==> config.mk <==
export PLATFORM = sky130hd
export DESIGN_NAME = acia_rx_fifo_flat
export DESIGN_NICKNAME = d
export VERILOG_FILES = /design/src/rtl/acia_rx_fifo_if.sv /design/src/rtl/acia_rx_fifo.sv /design/src/flat_wrapper.sv
export SDC_FILE = /design/constraint.sdc
export NUM_CORES = 1
export LEC_CHECK = 0
export ABC_AREA = 0
export CELL_PAD_IN_SITES_DETAIL_PLACEMENT = 0
export CELL_PAD_IN_SITES_GLOBAL_PLACEMENT = 1
export CORE_MARGIN = 2
export CORE_UTILIZATION = 47
export CTS_CLUSTER_DIAMETER = 200
export DETAILED_ROUTE_END_ITERATION = 7
export DONT_BUFFER_PORTS = 1
export PLACE_DENSITY = 0.74
export RECOVER_POWER = 50
export SLEW_MARGIN = 5
export SYNTH_ARGS = -nofsm -noshare
export SYNTH_HDL_FRONTEND = slang
export SYNTH_SLANG_ARGS = --single-unit
==> constraint.sdc <==
create_clock -name clk -period 3.7 [get_ports clk]
set_input_delay 0.37 -clock clk [delete_from_list [all_inputs] [get_ports clk]]
set_output_delay 0.37 -clock clk [all_outputs]
set_load 0.1 [all_outputs]
==> src/rtl/acia_rx_fifo_if.sv <==
// CPU-side register port of the ACIA receive FIFO: pop/clear strobes in,
// head byte, occupancy, sticky error flags and interrupt request out.
interface acia_rx_fifo_if #(
   parameter int c_fifo_abits = 4
);
   logic                  rd;
   logic                  clr_err;
   logic                  irq_en;
   logic [7:0]            rd_data;
   logic                  rx_avail;
   logic                  rx_full;
   logic [c_fifo_abits:0] count;
   logic                  overrun;
   logic                  framing_err;
   logic                  irq_n;

   modport master (
      output rd, clr_err, irq_en,
      input  rd_data, rx_avail, rx_full, count, overrun, framing_err, irq_n
   );

   modport slave (
      input  rd, clr_err, irq_en,
      output rd_data, rx_avail, rx_full, count, overrun, framing_err, irq_n
   );
endinterface

==> src/rtl/acia_rx_fifo.sv <==
// 8N1 serial receiver with 16x oversampling feeding a first-word-fall-through
// FIFO, sticky overrun/framing flags and a registered active-low interrupt.
module acia_rx_fifo #(
   parameter int c_clk_hz     = 25000000,
   parameter int c_baud       = 9600,
   parameter int c_fifo_abits = 4
) (
   input  logic          clk,
   input  logic          reset,
   input  logic          rxd,
   acia_rx_fifo_if.slave bus
);

   localparam int c_div    = (c_clk_hz + 8 * c_baud) / (16 * c_baud);
   localparam int c_div_w  = (c_div > 1) ? $clog2(c_div) : 1;
   localparam int c_depth  = 2 ** c_fifo_abits;
   localparam int c_cnt_w  = c_fifo_abits + 1;
   localparam logic [c_div_w-1:0]      c_div_last  = c_div_w'(c_div - 1);
   localparam logic [c_cnt_w-1:0]      c_depth_cnt = c_cnt_w'(c_depth);
   localparam logic [c_fifo_abits-1:0] c_ptr_one   = c_fifo_abits'(1);

   typedef enum logic [2:0] {
      st_idle  = 3'd0,
      st_start = 3'd1,
      st_data  = 3'd2,
      st_stop  = 3'd3,
      st_brk   = 3'd4
   } rx_state_t;

   logic                    rx_meta_r;
   logic                    rxs_r;
   rx_state_t               state_r;
   rx_state_t               state_s;
   logic [c_div_w-1:0]      div_r;
   logic [c_div_w-1:0]      div_s;
   logic                    tick_s;
   logic [3:0]              sc_r;
   logic [3:0]              sc_s;
   logic [2:0]              bit_r;
   logic [2:0]              bit_s;
   logic [7:0]              shift_r;
   logic [7:0]              shift_s;
   logic                    push_s;
   logic                    push_r;
   logic [7:0]              push_byte_r;
   logic                    fe_set_s;

   logic [7:0]              mem_r [c_depth];
   logic [c_fifo_abits-1:0] rd_ptr_r;
   logic [c_fifo_abits-1:0] rd_ptr_s;
   logic [c_fifo_abits-1:0] wr_ptr_r;
   logic [c_fifo_abits-1:0] wr_ptr_s;
   logic [c_cnt_w-1:0]      count_r;
   logic [c_cnt_w-1:0]      count_s;
   logic                    pop_s;
   logic                    wr_en_s;
   logic                    ovr_set_s;
   logic [7:0]              head_s;
   logic [7:0]              rd_data_r;
   logic                    rx_avail_r;
   logic                    rx_full_r;
   logic                    overrun_r;
   logic                    overrun_s;
   logic                    framing_r;
   logic                    framing_s;
   logic                    irq_n_r;

   assign tick_s = (div_r == c_div_last);

   // Receive FSM next state; the divisor restarts on a start edge so ticks align to it
   always_comb begin
      state_s  = state_r;
      bit_s    = bit_r;
      shift_s  = shift_r;
      push_s   = 1'b0;
      fe_set_s = 1'b0;
      if (tick_s) begin
         div_s = '0;
         sc_s  = sc_r + 4'd1;
      end else begin
         div_s = div_r + c_div_w'(1);
         sc_s  = sc_r;
      end
      case (state_r)
         st_idle: begin
            if (!rxs_r) begin
               state_s = st_start;
               sc_s    = 4'd0;
               div_s   = '0;
            end else begin
               state_s = st_idle;
            end
         end
         st_start: begin
            if (tick_s && (sc_r == 4'd7)) begin
               if (rxs_r) begin
                  state_s = st_idle;
               end else begin
                  state_s = st_data;
                  sc_s    = 4'd0;
                  bit_s   = 3'd0;
               end
            end else begin
               state_s = st_start;
            end
         end
         st_data: begin
            if (tick_s && (sc_r == 4'd15)) begin
               shift_s = {rxs_r, shift_r[7:1]};
               bit_s   = bit_r + 3'd1;
               if (bit_r == 3'd7) begin
                  state_s = st_stop;
               end else begin
                  state_s = st_data;
               end
            end else begin
               state_s = st_data;
            end
         end
         st_stop: begin
            if (tick_s && (sc_r == 4'd15)) begin
               if (rxs_r) begin
                  push_s  = 1'b1;
                  state_s = st_idle;
               end else begin
                  fe_set_s = 1'b1;
                  state_s  = st_brk;
               end
            end else begin
               state_s = st_stop;
            end
         end
         st_brk: begin
            if (rxs_r) begin
               state_s = st_idle;
            end else begin
               state_s = st_brk;
            end
         end
         default: begin
            state_s = st_idle;
         end
      endcase
   end

   // Synchroniser, receive FSM state and the push hand-off register
   always_ff @(posedge clk) begin
      if (reset) begin
         rx_meta_r   <= 1'b1;
         rxs_r       <= 1'b1;
         state_r     <= st_idle;
         div_r       <= '0;
         sc_r        <= 4'd0;
         bit_r       <= 3'd0;
         shift_r     <= 8'h00;
         push_r      <= 1'b0;
         push_byte_r <= 8'h00;
      end else begin
         rx_meta_r   <= rxd;
         rxs_r       <= rx_meta_r;
         state_r     <= state_s;
         div_r       <= div_s;
         sc_r        <= sc_s;
         bit_r       <= bit_s;
         shift_r     <= shift_s;
         push_r      <= push_s;
         push_byte_r <= push_s ? shift_r : push_byte_r;
      end
   end

   // FIFO bookkeeping; head lookahead keeps rd_data valid the cycle after any change
   always_comb begin
      pop_s     = bus.rd && (count_r != '0);
      wr_en_s   = push_r && ((count_r != c_depth_cnt) || pop_s);
      ovr_set_s = push_r && (count_r == c_depth_cnt) && !pop_s;
      count_s   = count_r + c_cnt_w'(wr_en_s) - c_cnt_w'(pop_s);
      if (pop_s) begin
         rd_ptr_s = rd_ptr_r + c_ptr_one;
      end else begin
         rd_ptr_s = rd_ptr_r;
      end
      if (wr_en_s) begin
         wr_ptr_s = wr_ptr_r + c_ptr_one;
      end else begin
         wr_ptr_s = wr_ptr_r;
      end
      if (count_s == '0) begin
         head_s = 8'h00;
      end else if (wr_en_s && (wr_ptr_r == rd_ptr_s)) begin
         head_s = push_byte_r;
      end else begin
         head_s = mem_r[rd_ptr_s];
      end
      overrun_s = ovr_set_s || (overrun_r && !bus.clr_err);
      framing_s = fe_set_s  || (framing_r && !bus.clr_err);
   end

   // FIFO storage; contents need no reset since the pointers gate every read
   always_ff @(posedge clk) begin
      if (wr_en_s) begin
         mem_r[wr_ptr_r] <= push_byte_r;
      end
   end

   // FIFO pointers, registered status outputs and interrupt request
   always_ff @(posedge clk) begin
      if (reset) begin
         rd_ptr_r   <= '0;
         wr_ptr_r   <= '0;
         count_r    <= '0;
         rd_data_r  <= 8'h00;
         rx_avail_r <= 1'b0;
         rx_full_r  <= 1'b0;
         overrun_r  <= 1'b0;
         framing_r  <= 1'b0;
         irq_n_r    <= 1'b1;
      end else begin
         rd_ptr_r   <= rd_ptr_s;
         wr_ptr_r   <= wr_ptr_s;
         count_r    <= count_s;
         rd_data_r  <= head_s;
         rx_avail_r <= (count_s != '0);
         rx_full_r  <= (count_s == c_depth_cnt);
         overrun_r  <= overrun_s;
         framing_r  <= framing_s;
         irq_n_r    <= !(bus.irq_en && (count_s != '0));
      end
   end

   assign bus.rd_data     = rd_data_r;
   assign bus.rx_avail    = rx_avail_r;
   assign bus.rx_full     = rx_full_r;
   assign bus.count       = count_r;
   assign bus.overrun     = overrun_r;
   assign bus.framing_err = framing_r;
   assign bus.irq_n       = irq_n_r;

endmodule

==> src/flat_wrapper.sv <==
// flat-port wrapper written by rule: the top's interface ports become plain ports
module acia_rx_fifo_flat 
#(
   parameter int c_clk_hz     = 25000000,
   parameter int c_baud       = 9600,
   parameter int c_fifo_abits = 4
)
  (clk, reset, rxd, bus_rd, bus_clr_err, bus_irq_en, bus_rd_data, bus_rx_avail, bus_rx_full, bus_count, bus_overrun, bus_framing_err, bus_irq_n);
  acia_rx_fifo_if #(.c_fifo_abits(c_fifo_abits)) bus_i ();
  input  logic clk;
  input  logic reset;
  input  logic rxd;
  input wire logic [$bits(bus_i.rd)-1:0] bus_rd;
  input wire logic [$bits(bus_i.clr_err)-1:0] bus_clr_err;
  input wire logic [$bits(bus_i.irq_en)-1:0] bus_irq_en;
  output wire logic [$bits(bus_i.rd_data)-1:0] bus_rd_data;
  output wire logic [$bits(bus_i.rx_avail)-1:0] bus_rx_avail;
  output wire logic [$bits(bus_i.rx_full)-1:0] bus_rx_full;
  output wire logic [$bits(bus_i.count)-1:0] bus_count;
  output wire logic [$bits(bus_i.overrun)-1:0] bus_overrun;
  output wire logic [$bits(bus_i.framing_err)-1:0] bus_framing_err;
  output wire logic [$bits(bus_i.irq_n)-1:0] bus_irq_n;
  assign bus_i.rd = bus_rd;
  assign bus_i.clr_err = bus_clr_err;
  assign bus_i.irq_en = bus_irq_en;
  assign bus_rd_data = bus_i.rd_data;
  assign bus_rx_avail = bus_i.rx_avail;
  assign bus_rx_full = bus_i.rx_full;
  assign bus_count = bus_i.count;
  assign bus_overrun = bus_i.overrun;
  assign bus_framing_err = bus_i.framing_err;
  assign bus_irq_n = bus_i.irq_n;
  acia_rx_fifo #(.c_clk_hz(c_clk_hz), .c_baud(c_baud), .c_fifo_abits(c_fifo_abits)) u_core (.clk(clk), .reset(reset), .rxd(rxd), .bus(bus_i));
endmodule
# Word level (Yosys, flattened, before mapping)
# Memories as Yosys holds them, arrays and structs flattened. A register that Yosys moved wholly into a read port is not among the register bits.
# Index checks and enable logic that the tools add are counted.
word_totals:
  register_bits: 55
  mem_bits_rw: 128
  in_bits: 6
  out_inout_bits: 18
  word_cells: 90
  n_memories: 1
memory_table:
  columns: ["memory", "depth", "word_bits", "rd", "rd_ports_with_merged_regs", "wr", "line", "text"]
  rows:
  - ["u_core.mem_r", 16, 8, 1, 1, 1, "acia_rx_fifo.sv:48", "logic [7:0] mem_r [c_depth];"]
op_classes:
  addsub: 7
  eq_ne: 14
  muxes: 28
  reduce_logical: 23
ops:
  columns: ["cell", "count"]
  rows:
  - ["$mux W8", 3]
  - ["$mux W4", 4]
  - ["$mux W3", 5]
  - ["$pmux W3 S5", 1]
  - ["$add A4 B1 Y4 const B", 3]
  - ["$mux W1", 11]
  - ["$eq A5 B5 Y1 const B", 2]
  - ["$reduce_bool A5 Y1", 2]
  - ["$logic_and A1 B1 Y1", 9]
  - ["$add A8 B1 Y8 const B", 1]
  - ["$eq A8 B8 Y1 const B", 1]
  - ["$pmux W4 S2", 1]
  - ["$eq A3 B2 Y1 const B", 2]
  - ["$eq A3 B3 Y1 const B", 2]
  - ["$pmux W3 S2", 1]
  - ["$add A5 B1 Y5", 1]
  - ["$logic_not A5 Y1", 1]
  - ["$ne A5 B5 Y1 const B", 1]
  - ["$sub A5 B1 Y5", 1]
  - ["$eq A4 B3 Y1 const B", 1]
  - ["$eq A4 B4 Y1 const B", 1]
  - ["$mux W2", 2]
  - ["$ne A2 B1 Y1 const B", 2]
  - ["$reduce_and A4 Y1", 1]
  - ["9 further kinds", 13]

# Depth between registers and ports, before layout
logic_depth:
  ltp_word: 9
  ltp_mapped: 18
  mapped_depth_nobuf: 16

# Least setup slack after synthesis
# OpenSTA, ideal clock, no wires.
synth_path:
  path_type: "register to register"
  start: "reg u_core.count_r[2], in the netlist u_core.bus.count[2]"
  end: "reg u_core.rd_data_r[1], in the netlist u_core.bus.rd_data[1] (read register of u_core.mem_r)"
  setup_ns: 0.146
  arrival_ns: 4.011
  required_ns: 3.554
  slack_ns: -0.457
  path_stages_with_launch: 19
  path_buffers: 2
  synth_period_minus_slack_ns: 4.157
  cell_sequence: "dfxtp_1 -> inv_1 -> ha_1 -> or4b_1 -> buf_4 -> nand2_8 -> inv_4 -> clkbuf_1 -> ha_1 -> inv_1 -> ha_1 -> inv_1 -> fa_1 -> nand2b_1 -> a21oi_1 -> o21a_1 -> nor3_1 -> a21oi_1 -> a311oi_1"
synth_between:
  elab_chain_cells: 8
  elab_cells_between_ends: 10
  cone_classes: "add/sub: 2; eq/ne: 1; mux: 1; reduce/logical: 6"
synth_rtl:
  columns: ["item", "line", "text"]
  rows:
  - ["from (decl)", "acia_rx_fifo.sv:53", "logic [c_cnt_w-1:0] count_r;"]
  - ["from (signal assigned)", "acia_rx_fifo.sv:220", "count_r <= count_s;"]
  - ["$reduce_bool A5 Y1", "acia_rx_fifo.sv:173", "pop_s = bus.rd && (count_r != '0);"]
  - ["$logic_and A1 B1 Y1", "acia_rx_fifo.sv:173", null]
  - ["$logic_or A1 B1 Y1", "acia_rx_fifo.sv:174", "wr_en_s = push_r && ((count_r != c_depth_cnt) || pop_s);"]
  - ["$logic_and A1 B1 Y1", "acia_rx_fifo.sv:174", null]
  - ["$add A5 B1 Y5", "acia_rx_fifo.sv:176", "count_s = count_r + c_cnt_w'(wr_en_s) - c_cnt_w'(pop_s);"]
  - ["$sub A5 B1 Y5", "acia_rx_fifo.sv:176", null]
  - ["$logic_not A5 Y1", "acia_rx_fifo.sv:187", "if (count_s == '0) begin"]
  - ["$reduce_or A2 Y1 (no line)", null, null]
  - ["to (decl)", "acia_rx_fifo.sv:59", "logic [7:0] rd_data_r;"]
# Parallel ways exist; a longest one is shown, timed or not.
# A chain may end at the register's enable or synchronous reset.

# Worst setup path after layout
layout_path:
  start: "reg u_core.count_r[2], in the netlist u_core.bus.count[2]"
  end: "reg u_core.rd_data_r[2], in the netlist u_core.bus.rd_data[2] (read register of u_core.mem_r)"
# The elaborated chain is that of the path after synthesis.

==> impl.org <==
** Status
- The run finished with clean final reports.

** Timing
- Maximum clock rate :: 293 MHz
- Across the routed clock network, the largest skew measured is 0.0107 ns.
- Setup violations remaining at the end of the flow were counted as 0.
- The max-slew violation total from the final report came to 0.
- Minimum setup slack in the final design :: 0.286 ns
- Worst-case headroom to the max-slew limit :: 18.1%
- Number of hold violations in the final report :: 0
- Period Utilization, post-route :: 92.3%
- Subtracting the final worst setup slack from the clock period gives 3.41 ns.
- Worst-Margin Slew :: 1.23 ns
- Final total negative setup slack :: 0 ns

** Worst setup path
- CP Data Arrival Time :: 3.75 ns
- Nature of the critical path endpoint :: register
- Reg2reg start :: u_core.bus.count[2]
- The worst setup path is launched from a register.
- Required arrival time at the worst endpoint :: 4.04 ns
- Measured in cells, the most critical reg-to-reg path has a length of 16.
- Setup slack of the most critical reg-to-reg path :: 0.29 ns
- By startpoint and endpoint, the worst setup path is classified as reg -> reg.
- Worst Path Max Fanout :: 10
- The endpoint identified for the worst register-to-register timing path is u_core.bus.rd_data[2].

** Yosys
- Net count after synthesis :: 836
- Area of the mapped netlist :: 9350 sq um
- In the synthesized netlist, the cells that appear most often are 128 x sky130_fd_sc_hd__edfxtp_1, 104 x sky130_fd_sc_hd__mux2i_1, 71 x sky130_fd_sc_hd__a21oi_1, 71 x sky130_fd_sc_hd__nor2_1, 63 x sky130_fd_sc_hd__dfxtp_1.
- Of all cell types, the one taking the most synthesized area is sky130_fd_sc_hd__edfxtp_1.
- Post-Synthesis Cells :: 813
- The synthesized design contains 191 register bits.
- The share of the Yosys chip area taken by registers is 54.6%.
- Post-Synthesis Mean Instance Area :: 11.5 sq um
- Primary flip-flop cell chosen by synthesis mapping :: sky130_fd_sc_hd__edfxtp_1
- The share of synthesized area in the top cell type comes to 41.1%.
- Yosys attributes the largest share of cell area to sky130_fd_sc_hd__edfxtp_1 41%, sky130_fd_sc_hd__dfxtp_1 13%, sky130_fd_sc_hd__mux2i_1 11%.
- Async set or reset register ratio after synthesis :: 0%
- Number of distinct standard cells referenced by the synthesized netlist :: 52
- Number of warnings reported in the yosys synthesis log :: 0
- Most common cell in the netlist :: sky130_fd_sc_hd__edfxtp_1
- Number of flops mapped to enable cells by yosys :: 128

** Pwr
- In this run the power density over the cells is 698 nW/um^2.
- Leakage power of the design :: 0.00346 uW
- Post-layout total power :: 7180 uW
- Maximum vdd drop :: 0.000730 V

** Placement
- Placed inst area :: 9650 sq um
- Counting tap cells, the placed design contains a total of 1044 instances.
- Prior to clock tree synthesis, the placed netlist has a worst setup slack of 0.143 ns.
- Routability-driven placement finished with a final weighted congestion of 0.837.
- Port buffer count :: 0
- The wire-length estimate of the detail-placed layout is 14.0 mm.

** Cells and area
- For this run, the number of standard cells in the final layout without fillers is 1080.
- Number of nets at the end of the flow :: 825
- 0 antenna diodes ended up in the layout.
- Fraction of final layout cells sized beyond drive strength 1 :: 11.8%
- Final design area excluding fillers :: 10300 sq um
- Area growth from synthesis to final layout :: 10.1%

** GRT
- The first global-routing pass estimated 35.3 mm of wire.
- After global routing the overflow that remains totals 0.
- Entering global routing, the biggest net connects 92 pins.
- Global routing usage summed across all routing layers :: 21.5%
- Antenna violations before repair :: 0
- The number of global-route vias before repair came to 6275.

** Clock network
- Clock-pin slew on the worst setup and hold paths :: 0.07 ns
- Counting every sink on the clock net gives 191.
- The later pin in the worst-skew pair is clocked with a latency of 0.44 ns.
- TritonCTS buffer count :: 17
- Setup Fix Bufs, Post-CTS :: 0
- CTS built an H-tree with a depth of 4.
- The root buffer cell chosen for the clock tree is sky130_fd_sc_hd__clkbuf_16.
- TritonCTS built the clock tree.
- No sink is reached through more buffers than the 2 on the longest clock path.

** Floorplan
- The die covers 21000 sq um.
- The region available for standard cell placement spans 19500 sq um.
- Chip Height :: 145 microns
- For this design the top-level I/O count stands at 24.
- The initialized floorplan defines 51 standard-cell rows.
- The die is 145 microns wide.
- Once the floorplan was initialized, standard cells occupied 48.0% of the core.

** Routing
- ANT nets after route :: 0
- Summing over every cut layer, the via total after detailed routing is 6443.
- Average routed wire per standard cell :: 20.8 microns
- Number of design-rule violations left by the first detailed-router iteration :: 569
- DRT Wirelength :: 22.5 mm
- After detailed routing, the number of vias per cell comes to 5.97.
- DRT Pass-1 Iters :: 5
- For this run, design rule violations remaining after detail routing come to 0.

** Hold path
- For hold timing, the worst endpoint is u_core.bus.irq_n.
- Kind of path behind the tightest hold check :: in -> reg
- The startpoint identified for the worst hold timing path is bus_irq_en.
- Worst hold path depth :: 1

** Run
- Max-Cap Viols :: 0
==> final cells by class <==
| cell class | instances | area, sq um |
|---|---|---|
| fill | 1693 | 9170 |
| sequential | 191 | 5120 |
| multi-input combinational | 547 | 3960 |
| clock buffer | 17 | 425 |
| tap | 265 | 332 |
| timing repair buffer | 25 | 203 |
| clock inverter | 15 | 176 |
| inverter | 20 | 77.6 |
==> metrics by stage <==
step / hold slack [ns] / util, %
after floorplan: 0.389 / -
after global placement: 0.393 / 49.6
after detailed placement: 0.395 / 49.6
after CTS: 0.00000930 / 52.8
after global routing: 0.00124 / 52.9
final: 0.00684 / 52.9
==> power by group <==
group / switching, uW / internal (uW)
registers: 447 / 2350
logic: 1560 / 940
clock network: 860 / 1020
total: 2870 / 4310
==> metal layers <==
layer / vias up / share of wire (%) / track usage [%]
met5: - / 0 / 0
met4: 0 / 2.8 / 8.28
met3: 42 / 5.3 / 3.58
met2: 218 / 48 / 35.0
met1: 3177 / 44 / 28.9
li1: 3006 / - / -
==> layout by cell type (no fill, tap or decap), types with 3 or more instances in the layout <==
master / n
sky130_fd_sc_hd__edfxtp_1: 128
sky130_fd_sc_hd__mux2i_1: 104
sky130_fd_sc_hd__nor2_1: 71
sky130_fd_sc_hd__a21oi_1: 70
sky130_fd_sc_hd__dfxtp_1: 56
sky130_fd_sc_hd__nand2_1: 43
sky130_fd_sc_hd__nor3_1: 37
sky130_fd_sc_hd__a31oi_1: 21
sky130_fd_sc_hd__inv_1: 19
sky130_fd_sc_hd__nand3_1: 19
sky130_fd_sc_hd__buf_4: 18
sky130_fd_sc_hd__clkbuf_16: 17
sky130_fd_sc_hd__mux2_2: 16
sky130_fd_sc_hd__ha_1: 16
sky130_fd_sc_hd__o21ai_0: 13
sky130_fd_sc_hd__a211oi_1: 12
sky130_fd_sc_hd__xnor2_1: 12
sky130_fd_sc_hd__xor2_1: 12
sky130_fd_sc_hd__mux4_2: 12
sky130_fd_sc_hd__nor2b_1: 11
sky130_fd_sc_hd__a311oi_1: 10
sky130_fd_sc_hd__a21o_1: 8
sky130_fd_sc_hd__a221oi_1: 8
sky130_fd_sc_hd__nand2b_1: 7
sky130_fd_sc_hd__and3_1: 5
sky130_fd_sc_hd__and2_1: 5
sky130_fd_sc_hd__or2_2: 4
sky130_fd_sc_hd__nand4_1: 4
sky130_fd_sc_hd__dlygate4sd3_1: 4
sky130_fd_sc_hd__dfxtp_2: 4
sky130_fd_sc_hd__nor4_1: 3
sky130_fd_sc_hd__inv_6: 3
sky130_fd_sc_hd__clkinv_4: 3
sky130_fd_sc_hd__inv_8: 3
sky130_fd_sc_hd__dfxtp_4: 3
==> worst max-delay path by stage <==
stage                        startpoint               endpoint  slack [ns]  cells past startpoint
detailed placement  u_core.bus.count[2]  u_core.bus.rd_data[2]        0.14                     16
floorplan           u_core.bus.count[2]  u_core.bus.rd_data[1]        0.12                     18
finish              u_core.bus.count[2]  u_core.bus.rd_data[2]        0.29                     16
global route        u_core.bus.count[2]  u_core.bus.rd_data[1]      -0.008                     16
global placement    u_core.bus.count[2]  u_core.bus.rd_data[1]        0.26                     16
CTS                 u_core.bus.count[2]  u_core.bus.rd_data[2]        0.14                     16
==> cell families (layout without fill, tap and decap cells) <==
| group | Yosys count | count (layout) | share of synthesized area [%] |
|---|---|---|---|
| AO/OA/AOI/OAI | 154 | 154 | 10.3 |
| XOR/XNOR | 24 | 24 | 2.25 |
| adder cells (fa/ha/maj) | 17 | 17 | 2.35 |
| buffers and inverters | 75 | 77 | 3.33 |
| flip-flops | 191 | 191 | 54.6 |
| multiplexers | 132 | 132 | 15.9 |
| AND/OR/NAND/NOR | 220 | 220 | 11.2 |
==> flip-flops by register name, indices dropped and copies added (netlist names), 3 cells and up <==
signal	cells
u_core.bit_r	3
u_core.bus.count	5
u_core.bus.rd_data	8
u_core.div_r	8
u_core.mem_r	128
u_core.push_byte_r	8
u_core.rd_ptr_r	4
u_core.sc_r	4
u_core.shift_r	8
u_core.state_r	3
u_core.wr_ptr_r	4
==> worst max-delay path, stage by stage, from the launching register on <==
cell and delay [ns]:
sky130_fd_sc_hd__dfxtp_4 0.34, sky130_fd_sc_hd__inv_1 0.08, sky130_fd_sc_hd__ha_1 0.22, sky130_fd_sc_hd__or4b_1 0.57, sky130_fd_sc_hd__nand2_8 0.13, sky130_fd_sc_hd__inv_4 0.03
sky130_fd_sc_hd__ha_1 0.27, sky130_fd_sc_hd__inv_1 0.06, sky130_fd_sc_hd__ha_1 0.15, sky130_fd_sc_hd__inv_1 0.05, sky130_fd_sc_hd__fa_1 0.39, sky130_fd_sc_hd__nand2b_1 0.16
sky130_fd_sc_hd__a21oi_1 0.19, sky130_fd_sc_hd__nor3_1 0.10, sky130_fd_sc_hd__nor3_2 0.22, sky130_fd_sc_hd__a21oi_4 0.12, sky130_fd_sc_hd__a311oi_1 0.24
==> what timing repair did <==
action                                 4_1_cts  5_1_grt
hold buffers                                 3        1
endpoints found under the hold margin       27        2
setup endpoints to repair                    0       10
gates resized for setup                      0        2
(Power assumes the default switching activity.)
